**config.mk**
```make
export PLATFORM = sky130hd
export DESIGN_NAME = draw_arbiter
export DESIGN_NICKNAME = d
export VERILOG_FILES = /design/src/rtl/draw_pkg.sv /design/src/rtl/draw_rr_pick.sv /design/src/rtl/draw_arbiter.sv
export SDC_FILE = /design/constraint.sdc
export NUM_CORES = 1
export LEC_CHECK = 0
export CAP_MARGIN = 20
export CELL_PAD_IN_SITES_DETAIL_PLACEMENT = 1
export CELL_PAD_IN_SITES_GLOBAL_PLACEMENT = 1
export CORE_MARGIN = 2
export CORE_UTILIZATION = 38
export CTS_CLUSTER_SIZE = 8
export DETAILED_ROUTE_END_ITERATION = 8
export DONT_BUFFER_PORTS = 1
export HOLD_SLACK_MARGIN = 0.08
export PLACE_DENSITY_LB_ADDON = 0.1
export SLEW_MARGIN = 20
export SYNTH_ARGS = -nofsm -noshare
export SYNTH_HDL_FRONTEND = slang
export SYNTH_SLANG_ARGS = --single-unit
```
**constraint.sdc**
```tcl
create_clock -name clk -period 7.7 [get_ports clk]
set_clock_uncertainty 0.05 [all_clocks]
set_input_delay 0.77 -clock clk [delete_from_list [all_inputs] [get_ports clk]]
set_output_delay 0.77 -clock clk [all_outputs]
set_load 0.02 [all_outputs]
```
**src/rtl/draw_pkg.sv**
```systemverilog
// Shared types and constants for the draw arbiter and its requesters.
package draw_pkg;

    // Arbiter FSM states
    typedef enum logic [1:0] {
        ST_IDLE = 2'd0,
        ST_LOAD = 2'd1,
        ST_DRAW = 2'd2,
        ST_DONE = 2'd3
    } state_t;

    // Visible screen size in pixels
    localparam int SCREEN_W = 160;
    localparam int SCREEN_H = 120;

    // Requester indices
    localparam int NUM_REQ_DEF = 3;
    localparam int REQ_BG      = 0;
    localparam int REQ_WALL    = 1;
    localparam int REQ_BIRD    = 2;

    // 3-bit RGB colours
    localparam logic [2:0] COL_BLACK  = 3'b000;
    localparam logic [2:0] COL_BLUE   = 3'b001;
    localparam logic [2:0] COL_GREEN  = 3'b010;
    localparam logic [2:0] COL_CYAN   = 3'b011;
    localparam logic [2:0] COL_RED    = 3'b100;
    localparam logic [2:0] COL_PURPLE = 3'b101;
    localparam logic [2:0] COL_YELLOW = 3'b110;
    localparam logic [2:0] COL_WHITE  = 3'b111;

endpackage

```
**src/rtl/draw_rr_pick.sv**
```systemverilog
// Combinational round-robin picker: searches from the index after the
// last-served requester and returns the first requesting index as one-hot.
module draw_rr_pick #(
    parameter int NUM_REQ = 3,
    parameter int IDX_W   = (NUM_REQ > 1) ? $clog2(NUM_REQ) : 1
) (
    input  logic [NUM_REQ-1:0] req,
    input  logic [IDX_W-1:0]   last,
    output logic [NUM_REQ-1:0] winner,
    output logic               valid
);

    int  idx_s;
    logic hit_s;

    // Rotating priority search; the first hit after 'last' wins
    always_comb begin
        winner = {NUM_REQ{1'b0}};
        valid  = 1'b0;
        idx_s  = 0;
        hit_s  = 1'b0;
        for (int i = 1; i <= NUM_REQ; i++) begin
            idx_s = (int'(last) + i) % NUM_REQ;
            hit_s = !valid && req[IDX_W'(idx_s)];
            winner[IDX_W'(idx_s)] = winner[IDX_W'(idx_s)] | hit_s;
            valid = valid | hit_s;
        end
    end

endmodule

```
**src/rtl/draw_arbiter.sv**
```systemverilog
// Round-robin arbiter for the VGA plot port: grants one requester, latches
// its rectangle and rasters it one pixel per clock with off-screen clipping.
module draw_arbiter
    import draw_pkg::*;
#(
    parameter int NUM_REQ = NUM_REQ_DEF,
    parameter int X_W     = 8,
    parameter int Y_W     = 7,
    parameter int COL_W   = 3,
    parameter int MAX_X   = SCREEN_W - 1,
    parameter int MAX_Y   = SCREEN_H - 1
) (
    input  logic                     clk,
    input  logic                     resetn,
    input  logic [NUM_REQ-1:0]       req,
    input  logic [NUM_REQ*X_W-1:0]   req_x,
    input  logic [NUM_REQ*Y_W-1:0]   req_y,
    input  logic [NUM_REQ*X_W-1:0]   req_w,
    input  logic [NUM_REQ*Y_W-1:0]   req_h,
    input  logic [NUM_REQ*COL_W-1:0] req_col,
    output logic [NUM_REQ-1:0]       grant,
    output logic [NUM_REQ-1:0]       done,
    output logic                     plot,
    output logic [X_W-1:0]           plot_x,
    output logic [Y_W-1:0]           plot_y,
    output logic [COL_W-1:0]         plot_col,
    output logic                     busy
);

    localparam int IDX_W = (NUM_REQ > 1) ? $clog2(NUM_REQ) : 1;

    state_t               state_r;
    logic [IDX_W-1:0]     last_r;
    logic [IDX_W-1:0]     win_idx_r;
    logic [NUM_REQ-1:0]   grant_r;
    logic [NUM_REQ-1:0]   done_r;
    logic                 plot_r;
    logic [X_W-1:0]       plot_x_r;
    logic [Y_W-1:0]       plot_y_r;
    logic [COL_W-1:0]     plot_col_r;
    logic                 busy_r;

    // Latched descriptor and raster counters (cx/cy = pixel on the port now)
    logic [X_W-1:0]       x_r, w_r, cx_r;
    logic [Y_W-1:0]       y_r, h_r, cy_r;
    logic [COL_W-1:0]     col_r;

    logic [NUM_REQ-1:0]   pick_winner_s;
    logic                 pick_valid_s;
    logic [IDX_W-1:0]     win_idx_s;

    logic [X_W-1:0]       x_arr_s   [NUM_REQ];
    logic [Y_W-1:0]       y_arr_s   [NUM_REQ];
    logic [X_W-1:0]       w_arr_s   [NUM_REQ];
    logic [Y_W-1:0]       h_arr_s   [NUM_REQ];
    logic [COL_W-1:0]     col_arr_s [NUM_REQ];

    logic                 last_col_s;
    logic                 last_pix_s;
    logic [X_W-1:0]       emit_cx_s;
    logic [Y_W-1:0]       emit_cy_s;
    logic [X_W:0]         sum_x_s;
    logic [Y_W:0]         sum_y_s;
    logic                 vis_s;

    assign grant    = grant_r;
    assign done     = done_r;
    assign plot     = plot_r;
    assign plot_x   = plot_x_r;
    assign plot_y   = plot_y_r;
    assign plot_col = plot_col_r;
    assign busy     = busy_r;

    // Split the flat descriptor buses into per-requester fields
    for (genvar g = 0; g < NUM_REQ; g++) begin : g_unpack
        assign x_arr_s[g]   = req_x[g*X_W +: X_W];
        assign y_arr_s[g]   = req_y[g*Y_W +: Y_W];
        assign w_arr_s[g]   = req_w[g*X_W +: X_W];
        assign h_arr_s[g]   = req_h[g*Y_W +: Y_W];
        assign col_arr_s[g] = req_col[g*COL_W +: COL_W];
    end

    draw_rr_pick #(
        .NUM_REQ (NUM_REQ),
        .IDX_W   (IDX_W)
    ) u_pick (
        .req    (req),
        .last   (last_r),
        .winner (pick_winner_s),
        .valid  (pick_valid_s)
    );

    // Encode the one-hot winner as an index for descriptor selection
    always_comb begin
        win_idx_s = {IDX_W{1'b0}};
        for (int i = 0; i < NUM_REQ; i++) begin
            win_idx_s = win_idx_s | (pick_winner_s[i] ? IDX_W'(i) : {IDX_W{1'b0}});
        end
    end

    // Next pixel position and its on-screen visibility (sums kept one bit wider)
    always_comb begin
        last_col_s = (cx_r == (w_r - X_W'(1)));
        last_pix_s = last_col_s && (cy_r == (h_r - Y_W'(1)));
        if (state_r == ST_LOAD) begin
            emit_cx_s = {X_W{1'b0}};
            emit_cy_s = {Y_W{1'b0}};
        end else if (last_col_s) begin
            emit_cx_s = {X_W{1'b0}};
            emit_cy_s = cy_r + Y_W'(1);
        end else begin
            emit_cx_s = cx_r + X_W'(1);
            emit_cy_s = cy_r;
        end
        sum_x_s = {1'b0, x_r} + {1'b0, emit_cx_s};
        sum_y_s = {1'b0, y_r} + {1'b0, emit_cy_s};
        vis_s   = (sum_x_s <= (X_W+1)'(MAX_X)) && (sum_y_s <= (Y_W+1)'(MAX_Y));
    end

    // Arbiter FSM with registered grant/done/plot outputs
    always_ff @(posedge clk) begin
        if (!resetn) begin
            state_r    <= ST_IDLE;
            last_r     <= IDX_W'(NUM_REQ - 1);
            win_idx_r  <= {IDX_W{1'b0}};
            grant_r    <= {NUM_REQ{1'b0}};
            done_r     <= {NUM_REQ{1'b0}};
            plot_r     <= 1'b0;
            plot_x_r   <= {X_W{1'b0}};
            plot_y_r   <= {Y_W{1'b0}};
            plot_col_r <= {COL_W{1'b0}};
            busy_r     <= 1'b0;
            x_r        <= {X_W{1'b0}};
            y_r        <= {Y_W{1'b0}};
            w_r        <= {X_W{1'b0}};
            h_r        <= {Y_W{1'b0}};
            col_r      <= {COL_W{1'b0}};
            cx_r       <= {X_W{1'b0}};
            cy_r       <= {Y_W{1'b0}};
        end else begin
            case (state_r)
                ST_IDLE: begin
                    plot_r <= 1'b0;
                    done_r <= {NUM_REQ{1'b0}};
                    if (pick_valid_s) begin
                        state_r   <= ST_LOAD;
                        grant_r   <= pick_winner_s;
                        busy_r    <= 1'b1;
                        win_idx_r <= win_idx_s;
                        x_r       <= x_arr_s[win_idx_s];
                        y_r       <= y_arr_s[win_idx_s];
                        w_r       <= w_arr_s[win_idx_s];
                        h_r       <= h_arr_s[win_idx_s];
                        col_r     <= col_arr_s[win_idx_s];
                        cx_r      <= {X_W{1'b0}};
                        cy_r      <= {Y_W{1'b0}};
                    end else begin
                        state_r <= ST_IDLE;
                    end
                end
                ST_LOAD: begin
                    if ((w_r == {X_W{1'b0}}) || (h_r == {Y_W{1'b0}})) begin
                        state_r <= ST_DONE;
                        done_r  <= grant_r;
                        plot_r  <= 1'b0;
                    end else begin
                        state_r    <= ST_DRAW;
                        plot_r     <= vis_s;
                        plot_x_r   <= sum_x_s[X_W-1:0];
                        plot_y_r   <= sum_y_s[Y_W-1:0];
                        plot_col_r <= col_r;
                        cx_r       <= emit_cx_s;
                        cy_r       <= emit_cy_s;
                    end
                end
                ST_DRAW: begin
                    if (last_pix_s) begin
                        state_r <= ST_DONE;
                        done_r  <= grant_r;
                        plot_r  <= 1'b0;
                    end else begin
                        plot_r     <= vis_s;
                        plot_x_r   <= sum_x_s[X_W-1:0];
                        plot_y_r   <= sum_y_s[Y_W-1:0];
                        plot_col_r <= col_r;
                        cx_r       <= emit_cx_s;
                        cy_r       <= emit_cy_s;
                    end
                end
                ST_DONE: begin
                    state_r <= ST_IDLE;
                    done_r  <= {NUM_REQ{1'b0}};
                    grant_r <= {NUM_REQ{1'b0}};
                    busy_r  <= 1'b0;
                    last_r  <= win_idx_r;
                end
                default: begin
                    state_r <= ST_IDLE;
                    done_r  <= {NUM_REQ{1'b0}};
                    grant_r <= {NUM_REQ{1'b0}};
                    plot_r  <= 1'b0;
                    busy_r  <= 1'b0;
                end
            endcase
        end
    end

endmodule

```
; ---- After elaboration in Yosys (flattened, before gate mapping)
; Index checks and enable logic that the tools add are counted.
[totals]
reg_bits = 80
in_bits = 104
out_inout_bits = 26
word_cells = 156
[classes]
add_sub_neg = 9
div_mod_pow = 3
order_cmp = 9
eq_ne = 10
muxes = 78
bitwise = 8
n_reduce_logical = 22
[ops]
columns = cell, n
row1 = "32-bit by 3-bit modulo with 32-bit output, second input constant", 3
row2 = 8-bit two-way mux, 11
row3 = 7-bit two-way mux, 11
row4 = 8-bit binary-select mux with 2-bit select, 2
row5 = 7-bit binary-select mux with 2-bit select, 2
row6 = 8-bit one-hot mux with 3 select lines, 1
row7 = 1-bit two-way mux, 21
row8 = 3-bit two-way mux, 7
row9 = 7-bit one-hot mux with 3 select lines, 1
row10 = 8-bit one-hot mux with 2 select lines, 1
row11 = 7-bit one-hot mux with 2 select lines, 1
row12 = 1-bit binary-select mux with 2-bit select, 6
row13 = "2-bit by 4-bit less-than comparator with 1-bit output, second input constant", 3
row14 = 3-bit one-hot mux with 2 select lines, 2
row15 = 8-bit by 8-bit adder with 9-bit output, 1
row16 = "9-bit by 8-bit <= comparator with 1-bit output, second input constant", 1
row17 = 3-bit one-hot mux with 3 select lines, 1
row18 = 7-bit by 7-bit adder with 8-bit output, 1
row19 = "8-bit by 1-bit adder with 8-bit output, second input constant", 1
row20 = 8-bit == test, 1
row21 = "8-bit by 7-bit <= comparator with 1-bit output, second input constant", 1
row22 = 8-bit zero test, 1
row23 = "2-bit inequality test, second input constant", 4
row24 = 2-bit one-hot mux with 4 select lines, 1
row25 = 32 further kinds, 54

; ---- Depth between registers and ports, before layout
[logic_depth]
word_depth = 23
ltp_mapped = 20

; ---- Modules after synthesis
; Synthesis repeated with hierarchy kept, for this count alone.
[unflattened]
hier_cells = 644
area_unflattened_um2 = 5577.8
[modules_own_cells]
columns = module, n_inst, cells_each, area_per_inst_um2, seq_area_each_um2
row1 = draw_arbiter, 1, 605, 5285.1, 1601.5
row2 = draw_rr_pick, 1, 39, 292.8, 0.0

; ---- Worst setup path after synthesis
; No wires, ideal clock.
[synth_timing]
kind = register to register
start = register w_r[0]
end = register plot_r, in the netlist plot
setup_ns = 0.074
arrival_time_ns = 3.876
required_time_ns = 7.576
slack_ns = 3.700
stages_incl_launch_ff = 20
synth_period_minus_slack_ns = 4.000
path_cell_list = dfxtp_1 -> inv_1 -> ha_1 -> buf_2 -> nand2b_1 -> a31oi_1 -> o2111ai_4 -> nor2_1 -> or2_2 -> clkbuf_1 -> nor2_1 -> ha_1 -> fa_1 -> a21o_1 -> a21oi_1 -> o21ai_0 -> o2111ai_1 -> o211ai_1 -> a41o_1 -> o21ai_0
[synth_between]
elab_chain_len = 9
word_cells_on_any_way = 17
cone_classes = add/sub (3) / order compare (2) / eq/ne (1) / mux (7) / reduce/logical (4)
[synth_lines]
columns = element, line_no
row1 = from (decl), draw_arbiter.sv:44  ; logic [X_W-1:0] x_r, w_r, cx_r;
row2 = from (signal assigned), draw_arbiter.sv:135  ; w_r <= {X_W{1'b0}};
row3 = from (signal assigned), draw_arbiter.sv:152  ; w_r <= w_arr_s[win_idx_s];
row4 = 8-bit by 1-bit subtractor with 8-bit output, draw_arbiter.sv:103  ; last_col_s = (cx_r == (w_r - X_W'(1)));
row5 = 8-bit == test, draw_arbiter.sv:103
row6 = 8-bit two-way mux or 7-bit two-way mux (tied branches), draw_arbiter.sv:108  ; end else if (last_col_s) begin
row7 = 8-bit two-way mux or 7-bit two-way mux (tied branches), draw_arbiter.sv:105  ; if (state_r == ST_LOAD) begin
row8 = 8-bit by 8-bit adder with 9-bit output or 7-bit by 7-bit adder with 8-bit output (tied branches), "draw_arbiter.sv:115, draw_arbiter.sv:116"
row9 = 9-bit by 8-bit <= comparator with 1-bit output or 8-bit by 7-bit <= comparator with 1-bit output (tied branches), draw_arbiter.sv:117  ; vis_s = (sum_x_s <= (X_W+1)'(MAX_X)) && (sum_y_s <= (Y_W+1)'(MAX_Y));
row10 = 1-bit logical AND, draw_arbiter.sv:117
row11 = "1-bit two-way mux, on equally long branches", "draw_arbiter.sv:177, draw_arbiter.sv:162"
row12 = 1-bit one-hot mux with 3 select lines *, draw_arbiter.sv:141  ; case (state_r)
row13 = to (signal assigned), draw_arbiter.sv:168  ; plot_r <= vis_s;
row14 = to (signal assigned), draw_arbiter.sv:182  ; plot_r <= vis_s;
row15 = to (decl), draw_arbiter.sv:37  ; logic plot_r;
; Mark *: on every way between the ends. The rest lies on a longest branch, timed or not.
; A chain may end at the register's enable or synchronous reset.

; ---- Final worst setup path
; Ends and elaborated chain as after synthesis.

==> impl_metrics.toml <==
[synthesis]
synthCells = 680
syn_nets = 816
synth.cell_area_um2 = 5580
synthTopCellsByArea = "dfxtp_1 29%, mux2i_1 8.6%, ha_1 6.7%"
ys_async_sr_fraction = 0
synth-edff-count = 0
syn_area_per_cell_um2 = 8.20
synth_cell_types = 66
yosys_warnings = 0
synth_top_area_share = 0.287
ys.flop_type = "dfxtp_1"
yosysTopAreaCell = "dfxtp_1"
synth-seq-area-share = 0.287
ys_ff_latch = 80

[clock_tree]
clk_path_buf_depth = 2
cts-htree-levels = 3
cts_sinks = 80
clk_latency_ns = 0.35
postCtsHoldBufs = 0
post_cts_buffers = 0
post_cts_resized = 0
root_buffer = "clkbuf_16"
cts_buffers = 9
clkTransAtPathRegs_ns = 0.06
cts_tree = "done"

[global_route]
grt_pass1_wl_mm = 25.7
grt-ovfl-total = 0
grt_pass1_vias = 5018
antenna_found_initial = 0
grt_max_degree = 100
grt_usage = 0.200

[floorplanning]
row_count = 44
io_pins = 130
core_area_um2 = 14400
die_h_um = 125
die_w_um = 125
dieArea_um2 = 15700
start_util = 0.387

[setup_path]
cp-startpoint = "w_r[0]"
crit_fanout = 8
cp.arrival_ns = 4.69
rr_worst_depth = 17
crit_required_ns = 7.93
startpoint_type = "register"
cp_slowest_cell = "nor2_1"
crit_buf_inv = 1
end_kind = "register"
crit_path_max_incr_delay_ns = 0.57
cp_top_family = "compound AO/OA/AOI/OAI gates"
r2r_end = "plot"
crit_type = "reg2reg"
path_cells = "inv_1, ha_1, nand2b_1, a31oi_1, o2111ai_4, nor2_1, or2_2, nor2_1, ha_1, fa_1, a21o_1, a21oi_1, o21ai_0, o2111ai_1, o211ai_1, a41o_1, o21ai_0"
r2r_slack_ns = 3.24
r2r-start = "w_r[0]"

[sta]
post-route-period-util = 0.579
fmax_ghz = 0.224
rsz0062_at_grt = "false"
worstMarginPinSlew_ns = 0.898
setup-tns-final_ns = 0
setup_viol = 0
maxSlewHeadroom = 0.401
final_hold_viol_count = 0
final.min_clock_period_ns = 4.46
maxSlewViolCount = 0

[routing]
ant_nets = 0
route.detailed.wl_per_inst_um = 18.6
vias = 4799
drc = 0
wirelength_mm = 15.5
drt_iter0_drc = 148
viasPerCell = 5.73
drt_first_pass_iters = 4

[flow_run]
cap_violations = 0

[hold_path]
hp-class = "reg2reg"
holdPathEnd = "plot_col[2]"
worstHoldPathCells = 2
hp-start = "col_r[2]"

[layout]
fin_util = 0.414
fin_area_um2 = 5980
layout_commonest_cell = "dfxtp_1"
drive_above_1_share = 0.0475
nets = 784
antenna_cells = 0
syn_to_final_growth_pct = 7.18
layout_common_cells = "80 x dfxtp_1, 62 x nor2_1, 50 x a21oi_1, 48 x nand2_1, 48 x mux2i_1"

[place]
place.gp.congestion = 0.829
dpl.hpwl_mm = 11.6
postPlaceCellArea_um2 = 5640
io_buffers = 0

[power_and_ir_drop]
leakagePower_nw = 2.42
ir_drop_v = 0.000123
power_density_nw_per_um2 = 345

[status]
status = "finished clean"
report_power, final:
part | leakage, nW | internal (mW) | switching (mW)
Clock | 0.155 | 0.294 | 0.184
Combinational | 1.61 | 0.354 | 0.571
Sequential | 0.654 | 0.510 | 0.146
Total | 2.42 | 1.16 | 0.902
state kept, by name, indices dropped and copies added, names as in the netlist:
| signal | count |
|---|---|
| plot_y | 7 |
| plot_x | 8 |
| h_r | 7 |
| cy_r | 7 |
| x_r | 8 |
| win_idx_r | 2 |
| w_r | 8 |
| done | 3 |
| cx_r | 8 |
| col_r | 3 |
| busy | 1 |
| grant | 3 |
| y_r | 7 |
| plot | 1 |
| state_r | 2 |
| last_r | 2 |
| plot_col | 3 |
Yosys cell counts (11+ instances only):
library cell,count
dfxtp_1,80
nor2_1,62
a21oi_1,50
mux2i_1,48
nand2_1,48
nor2b_1,45
a211oi_1,37
clkbuf_1,33
ha_1,30
xnor2_1,30
inv_1,20
nand3_1,15
nor3_1,15
nand4_1,14
nand2b_1,11
o21ai_0,11
metrics by stage:
| stage | total power [mW] | cells | setup slack (ns) | hold slack (ns) |
|---|---|---|---|---|
| CTS | 2.09 | 837 | 3.19 | 0.419 |
| global placement | 1.56 | 821 | 3.44 | 0.399 |
| global route | 2.22 | 837 | 2.81 | 0.437 |
| floorplan | 1.39 | 680 | 3.70 | 0.388 |
| detailed placement | 1.60 | 821 | 3.22 | 0.411 |
| finish | 2.06 | 837 | 3.24 | 0.413 |
worst max path at each step:
stage	slack (ns)	cells past startpoint	to
2_1_floorplan	3.70	19	plot
3_3_place_gp	3.44	17	plot
3_5_place_dp	3.22	17	plot
4_1_cts	3.19	17	plot
5_1_grt	2.81	17	plot
6_report	3.24	17	plot
worst reg2reg max path, delay by kind of cell (launching register included):
kind            cells  cell delay, ns
flops               1            0.43
compound gates      9            1.80
simple gates        4            1.14
buf+inv             1            0.07
fa+ha+maj           3            0.92
routing by layer:
layer | GRT usage | vias up | part of all wire
li1 | - | 2381 | -
met1 | 0.264 | 2307 | 0.47
met2 | 0.336 | 95 | 0.48
met3 | 0.0282 | 16 | 0.034
met4 | 0.0699 | 0 | 0.016
met5 | 0 | - | 0
final cells by class:
type	count	area, um^2
flip-flops and latches	80	1600
well taps	184	230
multi-input cells	534	3710
clock buffers	10	239
fillers	1740	8450
inverters	20	75.1
clock inverters	6	92.6
repair buffers	3	22.5
kinds of logic (layout without fill, tap and decap cells):
| group | after synthesis | in the layout | synth area share |
|---|---|---|---|
| compound gates | 167 | 167 | 0.208 |
| xor+xnor | 39 | 39 | 0.0613 |
| flops | 80 | 80 | 0.287 |
| buf+inv | 66 | 39 | 0.0505 |
| simple gates | 247 | 247 | 0.230 |
| fa+ha+maj | 33 | 33 | 0.0763 |
| mux | 48 | 48 | 0.0862 |
Note: power is estimated with default switching activity, not from simulation.
